$ cat src/rtl/fifo_pkg.sv
// Shared constants and helpers for the RAM-backed FIFO controller.
package fifo_pkg;

    localparam int unsigned OB_DEPTH = 2;
    localparam int unsigned OB_CW    = 2;

    // Address width that stays at least one bit for tiny RAMs.
    function automatic int unsigned clog2_safe(input int unsigned depth);
        return (depth <= 2) ? 1 : $clog2(depth);
    endfunction

endpackage

$ cat src/rtl/fifo_out_buf.sv
// Two-entry register buffer holding prefetched RAM data; entry 0 is the head.
module fifo_out_buf
    import fifo_pkg::*;
#(
    parameter int unsigned WIDTH = 8
) (
    input  logic             clk,
    input  logic             rst_n,
    input  logic             clr_i,
    input  logic             capture_en_i,
    input  logic [WIDTH-1:0] capture_data_i,
    input  logic             pop_i,
    output logic [OB_CW-1:0] ob_cnt_o,
    output logic [OB_CW-1:0] ob_cnt_nxt_o,
    output logic [WIDTH-1:0] head_o
);

    logic [WIDTH-1:0] e0_q, e0_d;
    logic [WIDTH-1:0] e1_q, e1_d;
    logic [OB_CW-1:0] cnt_q, cnt_d;

    // Pop shifts entry 1 forward; a capture lands in the first free slot.
    always_comb begin
        e0_d  = e0_q;
        e1_d  = e1_q;
        cnt_d = cnt_q;
        if (clr_i) begin
            cnt_d = '0;
        end else begin
            case ({pop_i, capture_en_i})
                2'b01: begin
                    if (cnt_q == '0) e0_d = capture_data_i;
                    else             e1_d = capture_data_i;
                    cnt_d = cnt_q + OB_CW'(1);
                end
                2'b10: begin
                    e0_d  = e1_q;
                    cnt_d = cnt_q - OB_CW'(1);
                end
                2'b11: begin
                    if (cnt_q == OB_CW'(OB_DEPTH)) begin
                        e0_d = e1_q;
                        e1_d = capture_data_i;
                    end else begin
                        e0_d = capture_data_i;
                    end
                end
                default: ;
            endcase
        end
    end

    always_ff @(posedge clk or negedge rst_n) begin
        if (!rst_n) begin
            e0_q  <= '0;
            e1_q  <= '0;
            cnt_q <= '0;
        end else begin
            e0_q  <= e0_d;
            e1_q  <= e1_d;
            cnt_q <= cnt_d;
        end
    end

    assign ob_cnt_o     = cnt_q;
    assign ob_cnt_nxt_o = cnt_d;
    assign head_o       = e0_q;

endmodule

$ cat src/rtl/dp_ram_fifo_ctrl.sv
// FIFO controller in front of a dual-port RAM: one RAM access per cycle,
// with a two-entry prefetch buffer giving a show-ahead read stream.
module dp_ram_fifo_ctrl
    import fifo_pkg::*;
#(
    parameter  int unsigned WIDTH = 8,
    parameter  int unsigned DEPTH = 1024,
    localparam int unsigned AW    = clog2_safe(DEPTH)
) (
    input  logic             clk,
    input  logic             rst_n,
    input  logic             clr,
    input  logic             s_valid,
    output logic             s_ready,
    input  logic [WIDTH-1:0] s_data,
    output logic             m_valid,
    input  logic             m_ready,
    output logic [WIDTH-1:0] m_data,
    output logic [AW+1:0]    count,
    output logic             ram_wr,
    output logic [AW-1:0]    ram_waddr,
    output logic [WIDTH-1:0] ram_din,
    output logic             ram_rd,
    output logic [AW-1:0]    ram_raddr,
    input  logic [WIDTH-1:0] ram_dout
);

    localparam int unsigned CW = AW + 1;
    localparam int unsigned NW = AW + 2;

    logic [AW-1:0]    wptr_q, wptr_d;
    logic [AW-1:0]    rptr_q, rptr_d;
    logic [CW-1:0]    ram_cnt_q, ram_cnt_d;
    logic             inflight_q, inflight_d;
    logic             last_rd_q, last_rd_d;
    logic             run_q;
    logic [NW-1:0]    count_q, count_d;
    logic [OB_CW-1:0] ob_cnt, ob_cnt_nxt, occ;
    logic             rd_want, rd_grant, pop;

    // Reads and writes alternate whenever both want the RAM.
    assign occ      = ob_cnt + OB_CW'(inflight_q);
    assign rd_want  = (ram_cnt_q != '0) && (occ < OB_CW'(OB_DEPTH));
    assign rd_grant = rd_want && ((occ == '0) || !last_rd_q);
    assign s_ready  = run_q && (ram_cnt_q < CW'(DEPTH)) && !rd_grant && !clr;
    assign ram_wr   = s_valid && s_ready;
    assign ram_rd   = rd_grant;

    assign ram_waddr = wptr_q;
    assign ram_raddr = rptr_q;
    assign ram_din   = s_data;
    assign m_valid   = (ob_cnt != '0);
    assign pop       = m_valid && m_ready;
    assign count     = count_q;

    always_comb begin
        wptr_d     = wptr_q;
        rptr_d     = rptr_q;
        ram_cnt_d  = ram_cnt_q;
        inflight_d = rd_grant;
        last_rd_d  = rd_grant;
        if (clr) begin
            wptr_d     = '0;
            rptr_d     = '0;
            ram_cnt_d  = '0;
            inflight_d = 1'b0;
            last_rd_d  = 1'b0;
        end else if (ram_wr) begin
            wptr_d    = (wptr_q == AW'(DEPTH - 1)) ? '0 : wptr_q + AW'(1);
            ram_cnt_d = ram_cnt_q + CW'(1);
        end else if (rd_grant) begin
            rptr_d    = (rptr_q == AW'(DEPTH - 1)) ? '0 : rptr_q + AW'(1);
            ram_cnt_d = ram_cnt_q - CW'(1);
        end
        count_d = NW'(ram_cnt_d) + NW'(inflight_d) + NW'(ob_cnt_nxt);
    end

    always_ff @(posedge clk or negedge rst_n) begin
        if (!rst_n) begin
            wptr_q     <= '0;
            rptr_q     <= '0;
            ram_cnt_q  <= '0;
            inflight_q <= 1'b0;
            last_rd_q  <= 1'b0;
            run_q      <= 1'b0;
            count_q    <= '0;
        end else begin
            wptr_q     <= wptr_d;
            rptr_q     <= rptr_d;
            ram_cnt_q  <= ram_cnt_d;
            inflight_q <= inflight_d;
            last_rd_q  <= last_rd_d;
            run_q      <= 1'b1;
            count_q    <= count_d;
        end
    end

    fifo_out_buf #(.WIDTH(WIDTH)) u_out_buf (
        .clk            (clk),
        .rst_n          (rst_n),
        .clr_i          (clr),
        .capture_en_i   (inflight_q),
        .capture_data_i (ram_dout),
        .pop_i          (pop),
        .ob_cnt_o       (ob_cnt),
        .ob_cnt_nxt_o   (ob_cnt_nxt),
        .head_o         (m_data)
    );

endmodule

$ cat config.mk
export PLATFORM = sky130hd
export DESIGN_NAME = dp_ram_fifo_ctrl
export DESIGN_NICKNAME = d
export VERILOG_FILES = /design/src/rtl/fifo_pkg.sv /design/src/rtl/fifo_out_buf.sv /design/src/rtl/dp_ram_fifo_ctrl.sv
export SDC_FILE = /design/constraint.sdc
export NUM_CORES = 1
export LEC_CHECK = 0
export CAP_MARGIN = 30
export CORE_MARGIN = 2
export CORE_UTILIZATION = 68
export DETAILED_ROUTE_END_ITERATION = 8
export DONT_BUFFER_PORTS = 1
export HOLD_SLACK_MARGIN = 0.03
export PLACE_DENSITY = 0.84
export SYNTH_ARGS = -nofsm -noshare
export SYNTH_HDL_FRONTEND = slang
export SYNTH_HIERARCHICAL = 1
export SYNTH_SLANG_ARGS = --single-unit
export TNS_END_PERCENT = 20
$ cat constraint.sdc
create_clock -name clk -period 8.1 [get_ports clk]
set_input_delay 1.62 -clock clk [delete_from_list [all_inputs] [get_ports clk]]
set_output_delay 1.62 -clock clk [all_outputs]
set_load 0.05 [all_outputs]
# Yosys cells after proc, flatten, opt, wreduce, memory -nomap -nowiden
# Cells that the tools add are included.
# word_totals
register_bits,63
in_bits,21
output_inout_bits,52
# classes
n_addsub,9
magnitude_cmp,2
eq_ne,10
muxes,19
bitwise_logic,1
reduce_logical,22
# op_table
operator,count
10-bit two-way mux,7
11-bit two-way mux,3
8-bit two-way mux,4
8-bit one-hot mux with 3 select lines,1
10-bit by 1-bit adder with 10-bit output (second input constant),2
10-bit equality test (second input constant),2
8-bit one-hot mux with 2 select lines,1
11-bit by 1-bit adder with 12-bit output,1
12-bit by 2-bit adder with 12-bit output,1
11-bit by 1-bit adder with 11-bit output (second input constant),1
11-bit less-than comparator (second input constant),1
11-bit nonzero test,1
11-bit by 1-bit subtractor with 11-bit output (second input constant),1
2-bit nonzero test,4
1-bit logical AND,7
2-bit equality test (second input constant),3
2-bit zero test,2
2-bit by 1-bit != test with 1-bit output (second input constant),2
2-bit != test (second input constant),2
2-bit one-hot mux with 2 select lines,1
4-bit AND reduction,1
1-bit zero test,3
3-bit AND reduction,1
3-bit nonzero test,1
other kinds (10),10

# Longest topological paths before layout
# Gate-level depths: netlist of run 1.
# depth
depth_word,12
ltp_mapped,16
ltp_nobuf,16

# Cells and area by module
# Netlist of run 1, hierarchy kept.
# modules_own_cells
mod,n_inst,cells_per_inst,area_per_inst_um2
dp_ram_fifo_ctrl,1,277,2705.1
fifo_out_buf,1,86,930.9

# Least setup slack after synthesis of run 1
# Ideal clock, no wire load.
# synth_timing
path_type,in2out
start,input port clr
end,output port s_ready
arrival_ns,2.867
path_slack_ns,3.613
stages,5
path_buffers,3
path_cell_list,clkbuf_1 buf_6 clkbuf_1 nor2_1 and3_1
# synth_between
elab_chain_len,2
# synth_lines
item,line,source
from (decl),dp_ram_fifo_ctrl.sv:12,"input logic clr,"
1-bit zero test,dp_ram_fifo_ctrl.sv:45,assign s_ready = run_q && (ram_cnt_q < CW'(DEPTH)) && !rd_grant && !clr;
1-bit logical AND,dp_ram_fifo_ctrl.sv:45,
to (decl),dp_ram_fifo_ctrl.sv:14,"output logic s_ready,"
# Every way passes these cells.

# Final worst setup path of run 1
# layout_timing
start,input port s_valid
end,output port ram_wr
# layout_between
elab_chain_len,1
# layout_lines
item,line,source
from (decl),dp_ram_fifo_ctrl.sv:13,"input logic s_valid,"
1-bit logical AND,dp_ram_fifo_ctrl.sv:46,assign ram_wr = s_valid && s_ready;
to (decl),dp_ram_fifo_ctrl.sv:20,"output logic ram_wr,"
# Every way passes these cells.

==> metrics.md, run 1 <==
| Metric | Value |
|---|---|
| Reg2reg start | `u_out_buf/ob_cnt_o[0]` |
| Endpoints failing hold | `0` |
| Sw frac | `0.477` |
| First-pass GRT wire length | `12,200 µm` |
| Layout cells sized above 1 | `0.139` |
| Total gr overflow | `0` |
| Status | `finished clean` |
| CTS tree | `built` |
| Commonest non-fill, non-tap cell in the layout | `dfrtp_1` |
| Post-synth top area share | `0.434` |
| Min-Delay Endpoint | `u_out_buf/e1_q[1]` |
| Mapped Nets | `396` |
| Crit. Startpoint | `s_valid` |
| Via count | `2,619` |
| Hold buffer count at cts | `0` |
| Starting density of the core | `0.707` |
| CTS Buf Count | `9` |
| Io pins | `73` |
| WP data required | `6480 ps` |
| EDFF count, synth | `0` |
| Prevailing post-synth register cell | `dfrtp_1` |
| Setup Fix Bufs, Post-CTS | `0` |
| Antenna cells | `0` |
| Crit Path Max Fanout | `6` |
| Initial drt markers | `165` |
| Relative slew margins | `0.364` |
| IO Port Bufs | `0` |
| Netlist cell types | `62` |
| CTS resizes | `0` |
| Achievable clock frequency | `230 MHz` |
| Internal Power | `778 µW` |
| Clock share of power | `0.180` |
| Routed Antenna Nets | `0` |
| Cell taking the most area after synthesis | `dfrtp_1` |
| Row count | `26` |
| Die ar. | `5950 µm²` |
| Worst Setup End Kind | `output pin` |
| Worst VDD drop | `0.219 mV` |
| Synthesized area per cell | `10.0 µm²` |
| Num Clock Sinks | `63` |
| Power density over the cells | `391 nW/µm²` |
| Post-synthesis sequential area ratio | `0.434` |
| Worst min path class | `reg2reg` |
| DRC Markers | `0` |
| Detailed-route vias per instance | `6.09` |
| Clk_lat worst skew | `340 ps` |
| Worst Hold Depth | `1` |
| Sw power | `708 µW` |
| Post-synthesis async set-or-reset flop share | `1.00` |
| Yosys reg bits | `63` |
| Fin crit share | `0.537` |
| Tmin final | `4350 ps` |
| Average wire per standard cell | `16.3 µm` |
| Setup violators final | `0` |
| Worst Max-Slew Pin Slew | `950 ps` |
| Reg power frac | `0.427` |
| Detail Placement HPWL | `5160 µm` |
| Drt pass-1 iters | `4` |
| Setup TNS | `0 ps` |
| Max-cap violations | `0` |
| Area grow syn2layout | `4.40%` |
| Combinational power share | `0.393` |
| Static Leakage | `1.66 nW` |
| Post-Route WL | `7020 µm` |
| Vias in the first global route | `2,633` |
| Cell Area, Synth | `3640 µm²` |
| Critical Path AT | `2730 ps` |
| Root Buffer | `clkbuf_8` |
| Commonest cells after routing, fill and taps aside | `dfrtp_1 (63), nor2_1 (30), o21ai_0 (28)` |
| Die Width | `77.1 µm` |
| Fin Hold WS | `504 ps` |
| FF-to-FF End | `count[7]` |
| Longest Clk Path Bufs | `2` |
| Synth top area cells | `dfrtp_1 (43%), o21ai_0 (3.9%), ha_1 (3.4%)` |
| Hold_sp | `u_out_buf/e1_q[1]` |
| H-tree level count | `3` |
| CTS clk-pin slew, worst paths | `60 ps` |
| Setup CP Type | `in2out` |
| R2R Setup Slk | `4450 ps` |
| Slew Viols, Final | `0` |
| Core Area | `5140 µm²` |
| CP startpoint kind | `primary input` |
| RSZ-0062 raised after global routing | `false` |
| Largest net degree at the start of global routing | `64` |
| Skew final | `7.86 ps` |
| RD Place Congestion | `0.925` |
| Nets | `388` |
| Layout fillers | `388` |
| GRT Total Usage | `0.257` |
| Total of warnings raised by yosys | `6` |
| Die Ht | `77.1 µm` |
| Initial antenna violation count | `0` |
| R2R cell count | `13` |
| Post-Synthesis Cells | `363` |
sequential cells by signal, indices dropped and copies added, names as in the netlist:
register and count:
ram_waddr 10, ram_cnt_q 11, run_q 1, u_out_buf/head_o 8
last_rd_q 1, u_out_buf/e1_q 8, ram_raddr 10, count 12
u_out_buf/ob_cnt_o 2
cell type report:
class | instances | area [µm²] | area share
clock buffers | 11 | 141 | 0.0372
clock inverters | 5 | 57.6 | 0.0152
inverters | 18 | 72.6 | 0.0191
multi-input cells | 263 | 1860 | 0.490
flip-flops and latches | 63 | 1580 | 0.415
well taps | 70 | 87.6 | 0.0231
critical path, stage by stage:
cell and delay (ps):
and3b_1 240, nand2_1 130, nor2_1 740
cells by family after synthesis:
logic type | synth area share
compound gates | 0.134
xor+xnor | 0.0554
fa+ha+maj | 0.0454
buf+inv | 0.0547
flops | 0.434
mux | 0.0392
other cells | 0.00103
simple gates | 0.237
worst max path at each step:
stage                         end  slack, ps  depth (start not counted)
after detailed placement   ram_wr       3760                          3
after CTS                 s_ready       3760                          8
after floorplan           s_ready       3610                          5
final                      ram_wr       3750                          3
after global placement     ram_wr       3770                          3
after global routing      s_ready       3570                          8
power groups by stage:
stage               registers, mW  logic, mW  clock network, mW
finish                      0.634      0.583              0.268
floorplan                   0.614      0.516                  0
global placement            0.635      0.561                  0
CTS                         0.634      0.588              0.275
global route                0.646      0.645              0.287
detailed placement          0.640      0.585                  0
synthesized netlist by cell type, types with 3 or more instances:
cell	number
and2_1	5
o21ai_0	28
dfrtp_1	63
buf_6	3
nor2_1	30
nand2b_1	9
a211oi_1	3
nand4_1	8
nor3_1	6
nor2b_1	4
a21oi_1	18
o211ai_1	3
inv_1	17
and3b_1	3
ha_1	10
xnor2_1	13
and4_1	3
clkbuf_1	6
xor2_1	10
nand2_1	20
buf_4	8
and3_1	9
nor4_1	4
a31oi_1	8
nand3_1	15
mux2_2	8
or3_1	3
per-stage QoR:
stage | power (mW) | setup slack, ps | instances | area (µm²) | utilization
after detailed placement | 1.23 | 3760 | 414 | 3600 | 0.700
after CTS | 1.50 | 3760 | 430 | 3800 | 0.739
after global routing | 1.58 | 3570 | 430 | 3800 | 0.739
after floorplan | 1.13 | 3610 | 363 | 3640 | -
after global placement | 1.20 | 3770 | 414 | 3600 | 0.700
final | 1.49 | 3750 | 430 | 3800 | 0.739
metal layers:
layer | track usage | vias to the layer above | share of wire
met3 | 0.0659 | 16 | 0.058
met2 | 0.434 | 71 | 0.51
met4 | 0.114 | 0 | 0.015
met1 | 0.310 | 1275 | 0.42
met5 | 0 | - | 0
li1 | - | 1257 | -
Power figures use the tool's default switching activity.
==> run 2, diff against run 1 <==
Settings changed: CORE_UTILIZATION 68 to 57, PLACE_DENSITY 0.84 to 0.75.
Clock period 8.1 ns to 4 ns, I/O delays scaled along.
==> run 2 against run 1 <==
Hold slack got worse by 370 ps. Sequential share of layout area fell by 0.51 points. Combinational power rose by 100%. Global-route usage fell by 3.6 points. Critical path depth rose by 5. Design area rose by 1.3%. Sequential power rose by 100%. Cell count rose by 1.9%. Via count fell by 1.2%. Sequential cell count did not move. Count of clock-buffer cells in the layout fell by 1. Utilization fell by 12 points. Critical path type is now reg2out. Highest routed layer unchanged.
==> metrics.md, run 2 (synthesized netlist as in run 1, its figures left out) <==
| Metric | Value |
|---|---|
| Post-Route WL | `7090 µm (+0.93%)` |
| Setup TNS | `0 ps (unchanged)` |
| Clk_lat worst skew | `350 ps (about the same)` |
| H-tree level count | `3 (unchanged)` |
| Static Leakage | `1.68 nW (+1.4%)` |
| FF-to-FF End | `count[9]` |
| Vias in the first global route | `2,636 (+0.11%)` |
| Layout cells sized above 1 | `0.144 (+0.00516)` |
| Row count | `29 (+12%)` |
| Endpoints failing hold | `0 (unchanged)` |
| Die Ht | `83.9 µm (+8.7%)` |
| Max-cap violations | `0 (unchanged)` |
| Num Clock Sinks | `63 (unchanged)` |
| Levels on crit path | `8 (+5)` |
| Commonest non-fill, non-tap cell in the layout | `dfrtp_1` |
| Core Area | `6240 µm² (+21%)` |
| Via count | `2,588 (-1.2%)` |
| Antenna cells | `0 (unchanged)` |
| Detail Placement HPWL | `5190 µm (+0.61%)` |
| Total gr overflow | `0 (unchanged)` |
| Slew Viols, Final | `0 (unchanged)` |
| Hold buffer count at cts | `0 (unchanged)` |
| Area grow syn2layout | `5.71%` |
| Dpl ws | `446 ps (-3310 ps)` |
| Relative slew margins | `0.582 (+0.217)` |
| Reg2reg start | `u_out_buf/ob_cnt_o[0]` |
| Crit Path Max Fanout | `10 (+4)` |
| Root Buffer | `clkbuf_8` |
| Largest register FFs | `12 (unchanged)` |
| CP bufs+invs | `2 (+2)` |
| Initial drt markers | `103 (-38%)` |
| Status | `finished clean` |
| Setup CP Type | `reg2out` |
| CTS clk-pin slew, worst paths | `80 ps (+20 ps)` |
| R2R Setup Slk | `370 ps (-4080 ps)` |
| Worst Setup End Kind | `output pin` |
| Achievable clock frequency | `274 MHz` |
| Worst Max-Slew Pin Slew | `627 ps (-322 ps)` |
| Die Width | `83.9 µm (+8.7%)` |
| Critical Path AT | `2850 ps (+120 ps)` |
| Pwr Total | `3.10 mW (+110%)` |
| CTS Buf Count | `9 (unchanged)` |
| Skew final | `13.5 ps (+5.67 ps)` |
| CP Cell Sequence | `inv_1 -> ha_1 -> nor3b_4 -> nand4_4 -> nand2_4 -> inv_6 -> nor2_1 -> and3_1` |
| R2R cell count | `12 (-1)` |
| RSZ-0062 raised after global routing | `false` |
| Tmin final | `3650 ps` |
| Worst min path class | `in2async` |
| First-pass GRT wire length | `12,500 µm (+3.0%)` |
| Critical Path Max Stage Delay | `570 ps (-170 ps)` |
| IO Port Bufs | `0 (unchanged)` |
| Fin crit share | `0.913` |
| Commonest cells after routing, fill and taps aside | `dfrtp_1 (63), nor2_1 (30), o21ai_0 (28)` |
| Drt pass-1 iters | `4 (unchanged)` |
| RD Place Congestion | `0.872 (-5.8%)` |
| Largest net degree at the start of global routing | `64 (unchanged)` |
| Layout fillers | `512 (+32%)` |
| GRT Total Usage | `0.221 (-0.0364)` |
| Starting density of the core | `0.583 (-0.125)` |
| Routed Antenna Nets | `0 (unchanged)` |
| Nets | `389 (+0.26%)` |
| CTS resizes | `0 (unchanged)` |
| Top delay family on crit path | `simple AND/OR/NAND/NOR gates` |
| WP data required | `3200 ps (-3280 ps)` |
| Initial antenna violation count | `0 (unchanged)` |
| Die ar. | `7030 µm² (+18%)` |
| CTS tree | `built` |
| Final worst setup slack | `349 ps (-3400 ps)` |
| DRC Markers | `0 (unchanged)` |
| Power density over the cells | `806 nW/µm² (+110%)` |
| Setup Fix Bufs, Post-CTS | `0 (unchanged)` |
| Longest Clk Path Bufs | `2 (unchanged)` |
| CP startpoint kind | `flop` |
| Detailed-route vias per instance | `5.91 (-3.0%)` |
| CP max-delay cell | `and3_1` |
| Worst VDD drop | `0.450 mV (+110%)` |
| Io pins | `73 (unchanged)` |
| Setup violators final | `0 (unchanged)` |
| Average wire per standard cell | `16.2 µm (-0.92%)` |
## run 2: cell types whose count changed in the layout (fill, tap and decap cells not counted)
cell | previous run | this run
buf_4 | 0 | 1
bufinv_16 | 1 | 2
clkbuf_1 | 1 | 0
clkinv_2 | 1 | 0
clkinv_4 | 0 | 1
clkinvlp_4 | 3 | 2
inv_6 | 1 | 2
## run 2: per-stage QoR
step | std cells | util | area [µm²] | hold slack [ps]
2_1_floorplan | 363 | - | 3640 | 474
3_3_place_gp | 422 | 0.579 | 3610 | 484
3_5_place_dp | 422 | 0.579 | 3610 | 489
4_1_cts | 438 | 0.616 | 3840 | 122
5_1_grt | 438 | 0.616 | 3840 | 109
6_report | 438 | 0.616 | 3840 | 130
## run 2: worst max path at each step
stage | from | to | slack, ps
4_1_cts | ram_cnt_q[0] | s_ready | 360
3_5_place_dp | u_out_buf/ob_cnt_o[0] | count[9] | 450
3_3_place_gp | u_out_buf/ob_cnt_o[0] | count[7] | 580
5_1_grt | u_out_buf/ob_cnt_o[0] | count[9] | 80
6_report | ram_cnt_q[0] | s_ready | 350
2_1_floorplan | u_out_buf/ob_cnt_o[1] | count[9] | 770
## run 2: cell type report
cell class                 instances  area [µm²]  share of cell area
tap                               77        96.3              0.0251
inverter                          18        72.6              0.0189
sequential                        63        1580               0.410
clock buffer                      10         138              0.0358
multi-input combinational        263        1860               0.484
timing repair buffer               1        7.51             0.00195
clock inverter                     6        92.6              0.0241
## run 2: routing by layer
| layer | wire length, µm | track usage |
|---|---|---|
| met1 | 3040 | 0.267 |
| met2 | 3460 | 0.358 |
| met3 | 463 | 0.0772 |
| met4 | 125 | 0.0938 |
| met5 | 0 | 0 |
## run 2: report_power, final
| group | internal, mW | switching (mW) | total [mW] |
|---|---|---|---|
| clock network | 0.371 | 0.258 | 0.628 |
| registers | 0.810 | 0.476 | 1.29 |
| logic | 0.462 | 0.722 | 1.18 |
==> run 3, diff against run 2 <==
Settings changed: CAP_MARGIN 30 to 20, CTS_CLUSTER_DIAMETER set to 50.
==> results of run 3 <==
No change in the layout: final DEF, timing and power equal those of run 2.
